### src/rtl/abba_string_gen.sv
// Transmitter for the 2-bit symbol-string link: emits A B B A (REPS times) over a valid/ready handshake.
// Optional ABBA_GEN_PAD_EN inserts one C pad symbol after every final A of a repetition.
module abba_string_gen #(
    parameter int REPS = 1
) (
    input  logic       clock,
    input  logic       reset,
    input  logic       start,
    input  logic       ready,
    output logic [1:2] x,
    output logic       valid,
    output logic       busy,
    output logic       done
);

    localparam logic [1:2] SYM_A = 2'b00;
    localparam logic [1:2] SYM_B = 2'b01;
    localparam logic [1:2] SYM_C = 2'b11;
    localparam logic [3:0] LAST_REP = 4'(REPS - 1);

`ifdef ABBA_GEN_PAD_EN
    typedef enum logic [2:0] {IDLE, S_A1, S_B1, S_B2, S_A2, S_PAD} state_t;
`else
    typedef enum logic [2:0] {IDLE, S_A1, S_B1, S_B2, S_A2} state_t;
`endif

    state_t     state, state_n;
    logic [3:0] rep_cnt, rep_cnt_n;
    logic [1:2] x_n;
    logic       valid_n;
    logic       done_n;
    logic       xfer;

    // valid is a register, so the transfer condition never feeds back into itself
    assign xfer = valid && ready;

    always_comb begin
        state_n   = state;
        rep_cnt_n = rep_cnt;
        done_n    = 1'b0;
        case (state)
            IDLE: begin
                if (start) begin
                    state_n   = S_A1;
                    rep_cnt_n = 4'd0;
                end
            end
            S_A1: if (xfer) state_n = S_B1;
            S_B1: if (xfer) state_n = S_B2;
            S_B2: if (xfer) state_n = S_A2;
`ifdef ABBA_GEN_PAD_EN
            S_A2: if (xfer) state_n = S_PAD;
            S_PAD: begin
`else
            S_A2: begin
`endif
                if (xfer) begin
                    if (rep_cnt == LAST_REP) begin
                        state_n = IDLE;
                        done_n  = 1'b1;
                    end else begin
                        rep_cnt_n = rep_cnt + 4'd1;
                        state_n   = S_A1;
                    end
                end
            end
            default: state_n = IDLE;
        endcase
    end

    // Outputs are decoded from the next state and registered alongside it
    always_comb begin
        x_n     = SYM_C;
        valid_n = 1'b1;
        case (state_n)
            IDLE:       valid_n = 1'b0;
            S_A1, S_A2: x_n = SYM_A;
            S_B1, S_B2: x_n = SYM_B;
            default:    x_n = SYM_C;
        endcase
    end

    always_ff @(posedge clock or posedge reset) begin
        if (reset) begin
            state   <= IDLE;
            rep_cnt <= 4'd0;
            x       <= SYM_C;
            valid   <= 1'b0;
            busy    <= 1'b0;
            done    <= 1'b0;
        end else begin
            state   <= state_n;
            rep_cnt <= rep_cnt_n;
            x       <= x_n;
            valid   <= valid_n;
            busy    <= valid_n;
            done    <= done_n;
        end
    end

endmodule

### config.mk
export PLATFORM = sky130hd
export DESIGN_NAME = abba_string_gen
export DESIGN_NICKNAME = d
export VERILOG_FILES = /design/src/rtl/abba_string_gen.sv
export SDC_FILE = /design/constraint.sdc
export NUM_CORES = 1
export LEC_CHECK = 0
export BUFFER_PORTS_ARGS = -buffer_cell sky130_fd_sc_hd__buf_2
export CAP_MARGIN = 30
export CORE_AREA = 4 4 41 43
export CTS_CLUSTER_SIZE = 10
export DETAILED_ROUTE_END_ITERATION = 7
export DIE_AREA = 0 0 45 47
export PLACE_DENSITY_LB_ADDON = 0.05
export SYNTH_ARGS = -nofsm -noshare
export SYNTH_HDL_FRONTEND = slang
export SYNTH_SLANG_ARGS = --single-unit
### constraint.sdc
create_clock -name clock -period 4.7 [get_ports clock]
set_input_delay 0.235 -clock clock [delete_from_list [all_inputs] [get_ports clock]]
set_output_delay 0.235 -clock clock [all_outputs]
set_load 0.005 [all_outputs]
After elaboration in Yosys (flattened, before gate mapping)
Cells that the tools add are included.

Word-level logic and storage cells: 41. Register bits after elaboration: 11. Output and inout port bits: 5. Input port bits: 4.

Reduce and logical (&&, ||, !) cells: 8. Equal/unequal tests: 11. Add/subtract/negate cells: 1. Multiplexer cells: 16.

Operators with widths (number): 3-bit two-way mux (5); 3-bit one-hot mux with 5 select lines (1); 3-bit by 2-bit equality test with 1-bit output, second input constant (4); 4-bit two-way mux (3); 4-bit one-hot mux with 2 select lines (1); 3-bit by 1-bit equality test with 1-bit output, second input constant (2); 3-bit equality test, second input constant (2); 3-bit logical NOT (2); 2-bit inequality test, second input constant (3); 1-bit two-way mux (5); 4-bit by 1-bit adder with 4-bit output, second input constant (1); 4-bit logical NOT (1); 2-bit one-hot mux with 2 select lines (1); 4-bit AND reduction (1); 2-bit OR reduction (2); 2-bit nonzero test (1); 1-bit logical AND (1).

Logic depth before layout (Yosys ltp)
Gate-level depths: netlist (run 1).

Word-level depth: 7. Depth in mapped cells: 5. Depth with buffers taken out: 5.

Worst setup path before layout (run 1)
OpenSTA, ideal clock, no wires.

Path kind: reg2reg. From: reg state[2]. To: reg rep_cnt[1]. Path buffers: 1. Stages on the path, launching flop included: 5. Arrival: 1.386 ns. Library setup time: 0.121 ns. Period minus slack after synthesis: 1.507 ns. Path slack: 3.193 ns. Data required time: 4.579 ns. Cell sequence: dfrtp_1 > buf_6 > or4b_4 > a21boi_4 > a22o_1.

Longest elaborated chain between the ends: 3. Elaborated cells on any way between the ends: 8. Those cells by class: 4 x eq/ne; 1 x mux; 3 x reduce/logical.

RTL lines: start, declared (line 27) `state_t state, state_n;`; start signal, assigned (line 92) `state <= state_n;`; 3-bit equality test or 3-bit logical NOT (tied branches) (line 41) `case (state)`; 2-bit inequality test (no source line) or 2-bit nonzero test (tied branches); 4-bit AND reduction (no source line); end signal, assigned (line 93) `rep_cnt <= rep_cnt_n;`; end, declared (line 28) `logic [3:0] rep_cnt, rep_cnt_n;`.

Parallel ways exist; a longest one is shown, timed or not. A chain may end at the register's enable or synchronous reset.

Worst setup path after layout (run 1)
Ends and elaborated chain as after synthesis.

==> results.md, run 1 <==
* Max Clock Freq at 0.632 GHz
* Max VDD drop at 0.000301 V
* Worst-margin pin slew at 0.431 ns
* Largest net degree at the start of global routing at 12
* CP max stage delay at 0.59 ns
* Area Growth Syn to Fin at 9.25%
* Clock sinks at 11
* Most common cell after layout, fill and taps aside: dfrtp_1
* Max Slew Vio Count at 0
* Most frequent cells in the layout: dfrtp_1, buf_2, nand2_1
* Worst hold slack at 0.317 ns
* Cell Pwr Density at 461 mW/mm^2
* Detailed-route via count at 505
* Fin Setup TNS at 0 ns
* Min Tclk post-route at 1.58 ns
* Drt pass-1 iters at 4
* Final Skew at 0.00202 ns
* Slew HR at 0.712
* Hold Path Class: primary input to flip-flop
* Sequential fraction of the synthesis area at 0.419
* Root Driver: clkbuf_4
* Mapped Cells at 63
* Initial Util at 0.510
* RSZ-0062 raised after global routing: false
* Initial antenna violation count at 0
* Vias in the first global route at 406
* GRT Total Usage at 0.128
* Worst endpoint required time at 4.85 ns
* Grt ovf at 0
* Crit-path cells: or4b_4 > a21boi_4 > a22o_1
* Wirelength per Cell at 14.1 um
* Pleak at 0.356 nW
* CTS Hold Buffers Added at 1
* Clock Path Buffers at 2
* Mapped Avg Cell Area at 10.5 um^2
* #FFs+latches synth at 11
* Boundary Pins at 9
* Fin crit share at 0.337
* Post-Syn Area at 663 um^2
* Routed Antenna Nets at 0
* Cell taking the most area after synthesis: dfrtp_1
* Filler cells at 124
* Distinct cells, synth at 36
* Number of post-CTS setup repair buffers at 0
* Drt first-iter violations at 12
* Startpoint Class: flip-flop
* Clk_lat worst skew at 0.26 ns
* # rows at 13
* Kind of critical path: flip-flop to flip-flop
* Synth Net Count at 69
* Setup violators final at 0
* Status: completed
* Die X at 45 um
* DP HPWL at 894 um
* Clock-pin slew on the worst setup and hold paths at 0.06 ns
* CP endpoint kind: flip-flop
* Max Cap Viol at 0
* Share of cells above drive strength 1 at 0.278
* Top post-synthesis cells by area: dfrtp_1, dfstp_2, ha_1, nand3_1, buf_6
* CTS buffer count at 3
* Ys Warns at 0
* Synth top area share at 0.340
* Final Hold Viols at 0
* Chip height at 47 um
* Worst Path Max Fanout at 10
* Routability Congestion at 0.717
* CTS tree: built
* First-pass GRT wire length at 1880 um
* H-tree lvl count at 1
* Diode count at 0
* Die area at 0.00212 mm^2
* IO Port Bufs at 8
* CP arrival at 1.74 ns
* Core box area at 0.00130 mm^2
* DRC viols at 0
* Slowest stage cell, crit path: or4b_4
* Final wirelength at 1230 um
* Post-CTS sizing at 0
* Reg2Reg Setup Slack at 3.12 ns
* Via/cell ratio at 5.80
* Fin nets at 79
-- flip-flops by register name, summed over array words and instances, names as in the netlist --
register  cells
rep_cnt       4
busy          1
state         3
x             2
done          1
-- critical path, delay by kind of cell (launching register included) --
family	cells	cell delay, ns
AND/OR/NAND/NOR	1	0.59
flip-flops	1	0.49
AO/OA/AOI/OAI	2	0.40
-- cells by family after synthesis --
kind of cell	synth area share
fa+ha+maj	0.0377
simple gates	0.255
buf+inv	0.0679
mux	0.0302
compound gates	0.177
xor+xnor	0.0132
flops	0.419
-- Yosys cell counts --
library cell  count
and3_1            2
or3b_1            1
a211o_2           1
a21boi_4          1
nand3_1           5
a22o_1            2
a21bo_2           1
nand4_1           1
dfrtp_1           9
nor3b_4           1
and2_1            1
nor2_1            3
o211ai_1          1
o22ai_1           1
dfstp_2           2
nand2_1           6
ha_1              2
o21ai_0           1
inv_1             3
buf_6             2
nand3b_1          1
o211a_1           1
nand4b_1          1
buf_4             1
a22o_2            1
or4b_4            1
mux2i_1           2
a311o_1           1
xor2_1            1
nand2b_1          1
nor3b_1           1
o21ai_1           1
a22oi_1           1
clkbuf_1          1
or2_2             1
and2b_1           1
-- power breakdown --
| group | total (W) | switching, W | internal, W |
|---|---|---|---|
| clock network | 0.0000620 | 0.0000291 | 0.0000328 |
| registers | 0.000161 | 0.0000396 | 0.000121 |
| logic | 0.000111 | 0.0000487 | 0.0000624 |
-- per-layer routing --
layer / vias to the layer above / global-route usage / part of all wire
met5: - / 0 / 0
met4: 0 / 0.0526 / 0.011
met3: 2 / 0.0575 / 0.060
met2: 13 / 0.178 / 0.42
met1: 241 / 0.173 / 0.51
li1: 249 / - / -
-- area by class of cell --
class,instances,area (um^2),share of cell area
well taps,15,18.8,0.0259
inverters,3,11.3,0.0155
multi-input cells,45,340,0.470
flip-flops and latches,11,278,0.383
repair buffers,9,50.0,0.0691
clock buffers,4,26.3,0.0363
-- through the flow --
step	utilization	instances	cell area [um^2]	power [W]	worst slack [ns]
final	0.557	87	724	0.000334	3.12
after floorplan	-	63	663	0.000258	3.19
after detailed placement	0.529	82	688	0.000275	3.13
after global routing	0.557	87	724	0.000360	3.07
after global placement	0.529	82	688	0.000273	3.13
after CTS	0.557	87	724	0.000341	3.12
-- path summary, 6_finish.rpt --
| kind | start | end | cells past startpoint |
|---|---|---|---|
| setup / recovery | state[2]$_DFF_PP0_ | rep_cnt[1]$_DFFE_PP0P_ | 3 |
| hold / removal | start | busy$_DFF_PP0_ | 3 |
| setup reg to reg | state[2]$_DFF_PP0_ | rep_cnt[1]$_DFFE_PP0P_ | 3 |
| hold reg to reg | rep_cnt[3]$_DFFE_PP0P_ | rep_cnt[3]$_DFFE_PP0P_ | 1 |
| max in group asynchronous | reset | x[2]$_DFF_PP1_ | 3 |
| min in group asynchronous | reset | busy$_DFF_PP0_ | 3 |
Note: power is estimated with default switching activity, not from simulation.
==> inputs of run 2 (changes only) <==
Clock period 4.7 ns to 1.5 ns, I/O delays scaled along.
==> results.md, run 2 (same netlist as run 1, synthesis figures left out) <==
* Status: completed (unchanged)
* Combinational Power Share at 0.464 (was 0.333)
* Regs by FF count: rep_cnt (4), state (3), x (2) (unchanged)
* Boundary Pins at 9 (unchanged)
* Final Cell Area at 803 um^2 (was 724 um^2)
* Slew HR at 0.723 (was 0.712)
* Max Clock Freq at 0.690 GHz (was 0.632 GHz)
* Fin crit share at 0.967 (was 0.337)
* CP arrival at 1.64 ns (was 1.74 ns)
* Core box area at 0.00130 mm^2 (unchanged)
* Max Cap Viol at 0 (unchanged)
* Setup violators final at 0 (unchanged)
* DP Area at 741 um^2 (was 688 um^2)
* Detailed-route via count at 542 (was 505)
* Pleak at 0.391 nW (was 0.356 nW)
* NetSw at 0.000406 W (was 0.000117 W)
* Switch share at 0.351 (was 0.352)
* Most common cell after layout, fill and taps aside: dfrtp_1 (unchanged)
* Clock Path Buffers at 2 (unchanged)
* CTS buffer count at 3 (unchanged)
* DP HPWL at 977 um (was 894 um)
* Filler cells at 108 (was 124)
* Root Driver: clkbuf_4 (unchanged)
* Share of cells above drive strength 1 at 0.418 (was 0.278)
* Final Hold Viols at 0 (unchanged)
* Cell Pwr Density at 1440 mW/mm^2 (was 461 mW/mm^2)
* Die X at 45 um (unchanged)
* Kind of critical path: flip-flop to flip-flop (unchanged)
* Vias in the first global route at 496 (was 406)
* Min Tclk post-route at 1.45 ns (was 1.58 ns)
* Max VDD drop at 0.000751 V (was 0.000301 V)
* Chip height at 47 um (unchanged)
* Hold Path Class: primary input to flip-flop (unchanged)
* # rows at 13 (unchanged)
* Crit-path cells: inv_2 > ha_2 > or3b_4 > nand4_1 > mux2i_1 (was or4b_4 > a21boi_4 > a22o_1)
* Final Skew at 0.00595 ns (was 0.00202 ns)
* DRC viols at 0 (unchanged)
* Die area at 0.00212 mm^2 (unchanged)
* Drt pass-1 iters at 4 (unchanged)
* Max reg flops at 4 (unchanged)
* Drt first-iter violations at 11 (was 12)
* Initial Util at 0.510 (unchanged)
* CP max stage delay at 0.43 ns (was 0.59 ns)
* Initial antenna violation count at 0 (unchanged)
* Inst Count DP at 89 (was 82)
* Largest Register: rep_cnt (unchanged)
* Max Slew Vio Count at 0 (unchanged)
* Design Power at 0.00116 W (was 0.000334 W)
* Internal power at 0.000751 W (was 0.000217 W)
* Clk_lat worst skew at 0.27 ns (was 0.26 ns)
* Clock power share at 0.174 (was 0.185)
* Fin cells at 94 (was 87)
* Fin nets at 86 (was 79)
* Via/cell ratio at 5.77 (was 5.80)
* CTS tree: built (unchanged)
* Wirelength per Cell at 14.0 um (was 14.1 um)
* Startpoint Class: flip-flop (unchanged)
* RSZ-0062 raised after global routing: true (was false)
* Routed Antenna Nets at 0 (unchanged)
* Worst-margin pin slew at 0.415 ns (was 0.431 ns)
* Grt ovf at 0 (unchanged)
* Final wirelength at 1310 um (was 1230 um)
* First-pass GRT wire length at 2240 um (was 1880 um)
* Routability Congestion at 0.826 (was 0.717)
* Slowest stage cell, crit path: or3b_4 (was or4b_4)
* H-tree lvl count at 1 (unchanged)
* Clock-pin slew on the worst setup and hold paths at 0.07 ns (was 0.06 ns)
* Diode count at 0 (unchanged)
* Worst hold slack at 0.131 ns (was 0.317 ns)
* CP endpoint kind: flip-flop (unchanged)
* Worst endpoint required time at 1.69 ns (was 4.85 ns)
* Most frequent cells in the layout: dfrtp_1, buf_2, buf_4 (was dfrtp_1, buf_2, nand2_1)
* IO Port Bufs at 8 (unchanged)
* GRT Total Usage at 0.153 (was 0.128)
* Worst Path Max Fanout at 4 (was 10)
* Reg power frac at 0.362 (was 0.482)
* Clock sinks at 11 (unchanged)
* Area Growth Syn to Fin at 21.1% (was 9.25%)
* Fin Setup TNS at 0 ns (unchanged)
* Largest net degree at the start of global routing at 12 (unchanged)
[run 2: final cells by class]
cell class | instances | area (um^2) | area share
well taps | 15 | 18.8 | 0.0234
multi-input cells | 45 | 367 | 0.456
repair buffers | 16 | 103 | 0.128
clock buffers | 4 | 26.3 | 0.0327
flip-flops and latches | 11 | 278 | 0.346
inverters | 3 | 11.3 | 0.0140
[run 2: routing by layer]
| layer | part of all wire | track usage | wire, um | vias to the layer above |
|---|---|---|---|---|
| met2 | 0.45 | 0.232 | 584 | 26 |
| li1 | - | - | - | 259 |
| met1 | 0.45 | 0.194 | 590 | 253 |
| met3 | 0.084 | 0.0460 | 110 | 4 |
| met5 | 0 | 0 | 0 | - |
| met4 | 0.021 | 0.0877 | 27 | 0 |
[run 2: per-stage QoR]
stage	utilization	worst slack (ns)
finish	0.617	0.0498
global route	0.617	-0.00380
CTS	0.603	0.0393
detailed placement	0.569	-0.0169
global placement	0.569	-0.0570
floorplan	-	0.0151
[run 2: power groups by stage]
stage	combinational [W]	clock [W]	sequential, W
finish	0.000538	0.000201	0.000419
global route	0.000586	0.000223	0.000430
CTS	0.000503	0.000210	0.000420
detailed placement	0.000497	0	0.000426
global placement	0.000497	0	0.000422
floorplan	0.000360	0	0.000448
[run 2: what timing repair did]
action                                  in CTS  in global routing
hold buffers                                 1                  0
endpoints found under the setup margin       4                  4
pin swaps                                    0                  5
buffers inserted                             0                  0
resized for setup                            2                  5
hold endpoints to repair                     9                  0
[run 2: worst paths after layout]
check / start / endpoint / slack [ns] / depth (start not counted)
hold / removal: start / busy$_DFF_PP0_ / 0.13 / 3
min in group asynchronous: reset / done$_DFF_PP0_ / 0.33 / 3
max in group asynchronous: reset / x[2]$_DFF_PP1_ / 0.85 / 3
hold reg to reg: rep_cnt[3]$_DFFE_PP0P_ / rep_cnt[3]$_DFFE_PP0P_ / 0.54 / 1
setup / recovery: rep_cnt[1]$_DFFE_PP0P_ / rep_cnt[2]$_DFFE_PP0P_ / 0.05 / 5
setup reg to reg: rep_cnt[1]$_DFFE_PP0P_ / rep_cnt[2]$_DFFE_PP0P_ / 0.05 / 5
[run 2: critical path, delay by kind of cell, from the launching register on]
kind / cells / cell delay [ns]
mux: 1 / 0.19
simple gates: 2 / 0.54
flops: 1 / 0.39
fa+ha+maj: 1 / 0.18
buf+inv: 1 / 0.06
==> inputs of run 3 (changes only) <==
Settings changed: CELL_PAD_IN_SITES_DETAIL_PLACEMENT from default to 1, CELL_PAD_IN_SITES_GLOBAL_PLACEMENT from default to 1, CORE_AREA 4 4 41 43 to default, CORE_MARGIN from default to 4, CORE_UTILIZATION from default to 42, DIE_AREA 0 0 45 47 to default.
==> results.md, run 3 (same netlist as run 1, synthesis figures left out) <==
* Kind of critical path: flip-flop to flip-flop (unchanged)
* Die X at 47.7 um (was 45 um)
* Most frequent cells in the layout: dfrtp_1, buf_4, buf_2 (was dfrtp_1, buf_2, buf_4)
* Fin nets at 88 (was 86)
* CP delay by family, top: simple AND/OR/NAND/NOR gates (unchanged)
* Setup violators final at 0 (unchanged)
* Drt pass-1 iters at 2 (was 4)
* Slew HR at 0.717 (was 0.723)
* Largest net degree at the start of global routing at 12 (unchanged)
* DRC viols at 0 (unchanged)
* CP max stage delay at 0.54 ns (was 0.43 ns)
* Clock-pin slew on the worst setup and hold paths at 0.07 ns (about the same)
* Hold endpoint: busy$_DFF_PP0_ (unchanged)
* Reg2Reg Depth at 3 (was 5)
* Pleak at 0.402 nW (was 0.391 nW)
* Max VDD drop at 0.000734 V (was 0.000751 V)
* Detailed-route via count at 550 (was 542)
* Regs by FF count: rep_cnt (4), state (3), x (2) (unchanged)
* R2r startpoint: state[1]$_DFF_PP0_ (was rep_cnt[1]$_DFFE_PP0P_)
* DP HPWL at 1130 um (was 977 um)
* Reg2Reg Setup Slack at 0.09 ns (was 0.05 ns)
* H-tree lvl count at 1 (unchanged)
* Hold Crit Start: start (unchanged)
* Initial antenna violation count at 0 (unchanged)
* Max Slew Vio Count at 0 (unchanged)
* Boundary Pins at 9 (unchanged)
* CTS tree: built (unchanged)
* First-pass GRT wire length at 2520 um (was 2240 um)
* Worst hold path cell count at 3 (unchanged)
* Max Clock Freq at 0.709 GHz (was 0.690 GHz)
* Startpoint Class: flip-flop (unchanged)
* Clock sinks at 11 (unchanged)
* Fin crit share at 0.940 (was 0.967)
* Crit-path cells: or4b_4 > a21boi_4 > a22o_1 (was inv_2 > ha_2 > or3b_4 > nand4_1 > mux2i_1)
* Chip height at 47.7 um (was 47 um)
* Cell Pwr Density at 1440 mW/mm^2 (about the same)
* Hold Path Class: primary input to flip-flop (unchanged)
* Largest Register: rep_cnt (unchanged)
* Max Cap Viol at 0 (unchanged)
* CP arrival at 1.57 ns (was 1.64 ns)
* Buf/Inv on CP at 0 (was 1)
* Vias in the first global route at 543 (was 496)
* Initial Util at 0.440 (was 0.510)
* IO Port Bufs at 8 (unchanged)
* Worst Path Max Fanout at 3 (was 4)
* Wirelength per Cell at 16.0 um (was 14.0 um)
* Area Growth Syn to Fin at 21.3% (was 21.1%)
* Via/cell ratio at 5.67 (was 5.77)
* Worst endpoint required time at 1.66 ns (was 1.69 ns)
* Final wirelength at 1560 um (was 1310 um)
* Core box area at 0.00151 mm^2 (was 0.00130 mm^2)
* CP endpoint kind: flip-flop (unchanged)
* Drt first-iter violations at 2 (was 11)
* Worst-margin pin slew at 0.425 ns (was 0.415 ns)
* Worst flop-to-flop path endpoint: rep_cnt[1]$_DFFE_PP0P_ (was rep_cnt[2]$_DFFE_PP0P_)
* Status: completed (unchanged)
* Routed Antenna Nets at 0 (unchanged)
* Clock Path Buffers at 2 (unchanged)
* Final Cell Area at 805 um^2 (was 803 um^2)
* Final Hold Viols at 0 (unchanged)
* Diode count at 0 (unchanged)
* Die area at 0.00228 mm^2 (was 0.00212 mm^2)
* Grt ovf at 0 (unchanged)
* DP Area at 749 um^2 (was 741 um^2)
* Fin cells at 97 (was 94)
* CTS buffer count at 3 (unchanged)
* # rows at 14 (was 13)
* Fin Setup TNS at 0 ns (unchanged)
* Filler cells at 173 (was 108)
* Clk_lat worst skew at 0.27 ns (about the same)
* Final Skew at 0.00166 ns (was 0.00595 ns)
* Share of cells above drive strength 1 at 0.407 (was 0.418)
* Root Driver: clkbuf_4 (unchanged)
* Max reg flops at 4 (unchanged)
* Routability Congestion at 0.835 (was 0.826)
* Slowest stage cell, crit path: or4b_4 (was or3b_4)
* Min Tclk post-route at 1.41 ns (was 1.45 ns)
* GRT Total Usage at 0.166 (was 0.153)
* Inst Count DP at 91 (was 89)
run 3: area by class of cell:
class / count / area [um^2] / area share
multi-input combinational: 45 / 352 / 0.437
sequential: 11 / 278 / 0.345
timing repair buffer: 18 / 118 / 0.146
clock buffer: 4 / 26.3 / 0.0327
tap: 16 / 20.0 / 0.0249
inverter: 3 / 11.3 / 0.0140
run 3: worst max path at each step:
stage | start | to | slack (ns) | cells after the start
6_report | state[1]$_DFF_PP0_ | rep_cnt[1]$_DFFE_PP0P_ | 0.09 | 3
4_1_cts | rep_cnt[1]$_DFFE_PP0P_ | rep_cnt[0]$_DFFE_PP0P_ | 0.04 | 6
3_3_place_gp | rep_cnt[1]$_DFFE_PP0P_ | busy$_DFF_PP0_ | 0.03 | 5
3_5_place_dp | rep_cnt[1]$_DFFE_PP0P_ | busy$_DFF_PP0_ | 0.02 | 5
5_1_grt | rep_cnt[1]$_DFFE_PP0P_ | rep_cnt[2]$_DFFE_PP0P_ | -0.002 | 5
2_1_floorplan | state[2]$_DFF_PP0_ | rep_cnt[1]$_DFFE_PP0P_ | 0.02 | 4
run 3: repair_timing:
| action | CTS | global route |
|---|---|---|
| hold buffers | 1 | 0 |
| setup buffers | 0 | 1 |
| resized for setup | 1 | 3 |
| setup endpoints to repair | 1 | 5 |
| hold endpoints to repair | 9 | 0 |
| gates cloned | 0 | 0 |
| pin swaps | 0 | 1 |
run 3: layer usage:
layer  share of wire  global-route usage  up-vias
li1                -                   -      262
met1            0.49               0.225      272
met2            0.44               0.232       11
met3           0.041              0.0451        5
met4           0.025              0.0968        0
met5               0                   0        -
run 3: worst register-to-register path, stage by stage, from the launching register on:
cell	delay, ns
dfrtp_1	0.40
or4b_4	0.54
a21boi_4	0.16
a22o_1	0.20
run 3: where the power goes:
part / internal [W] / switching (W)
Clock: 0.000103 / 0.000102
Combinational: 0.000259 / 0.000278
Sequential: 0.000382 / 0.0000308
run 3: stage by stage:
| step | util | power, W | worst slack (ns) | hold WS [ns] |
|---|---|---|---|---|
| after detailed placement | 0.498 | 0.000951 | 0.0212 | 0.0943 |
| after global placement | 0.498 | 0.000936 | 0.0297 | 0.0942 |
| after CTS | 0.523 | 0.00116 | 0.0358 | 0.159 |
| after global routing | 0.534 | 0.00126 | -0.00201 | 0.162 |
| final | 0.534 | 0.00115 | 0.0893 | 0.160 |
| after floorplan | - | 0.000809 | 0.0151 | -0.0740 |
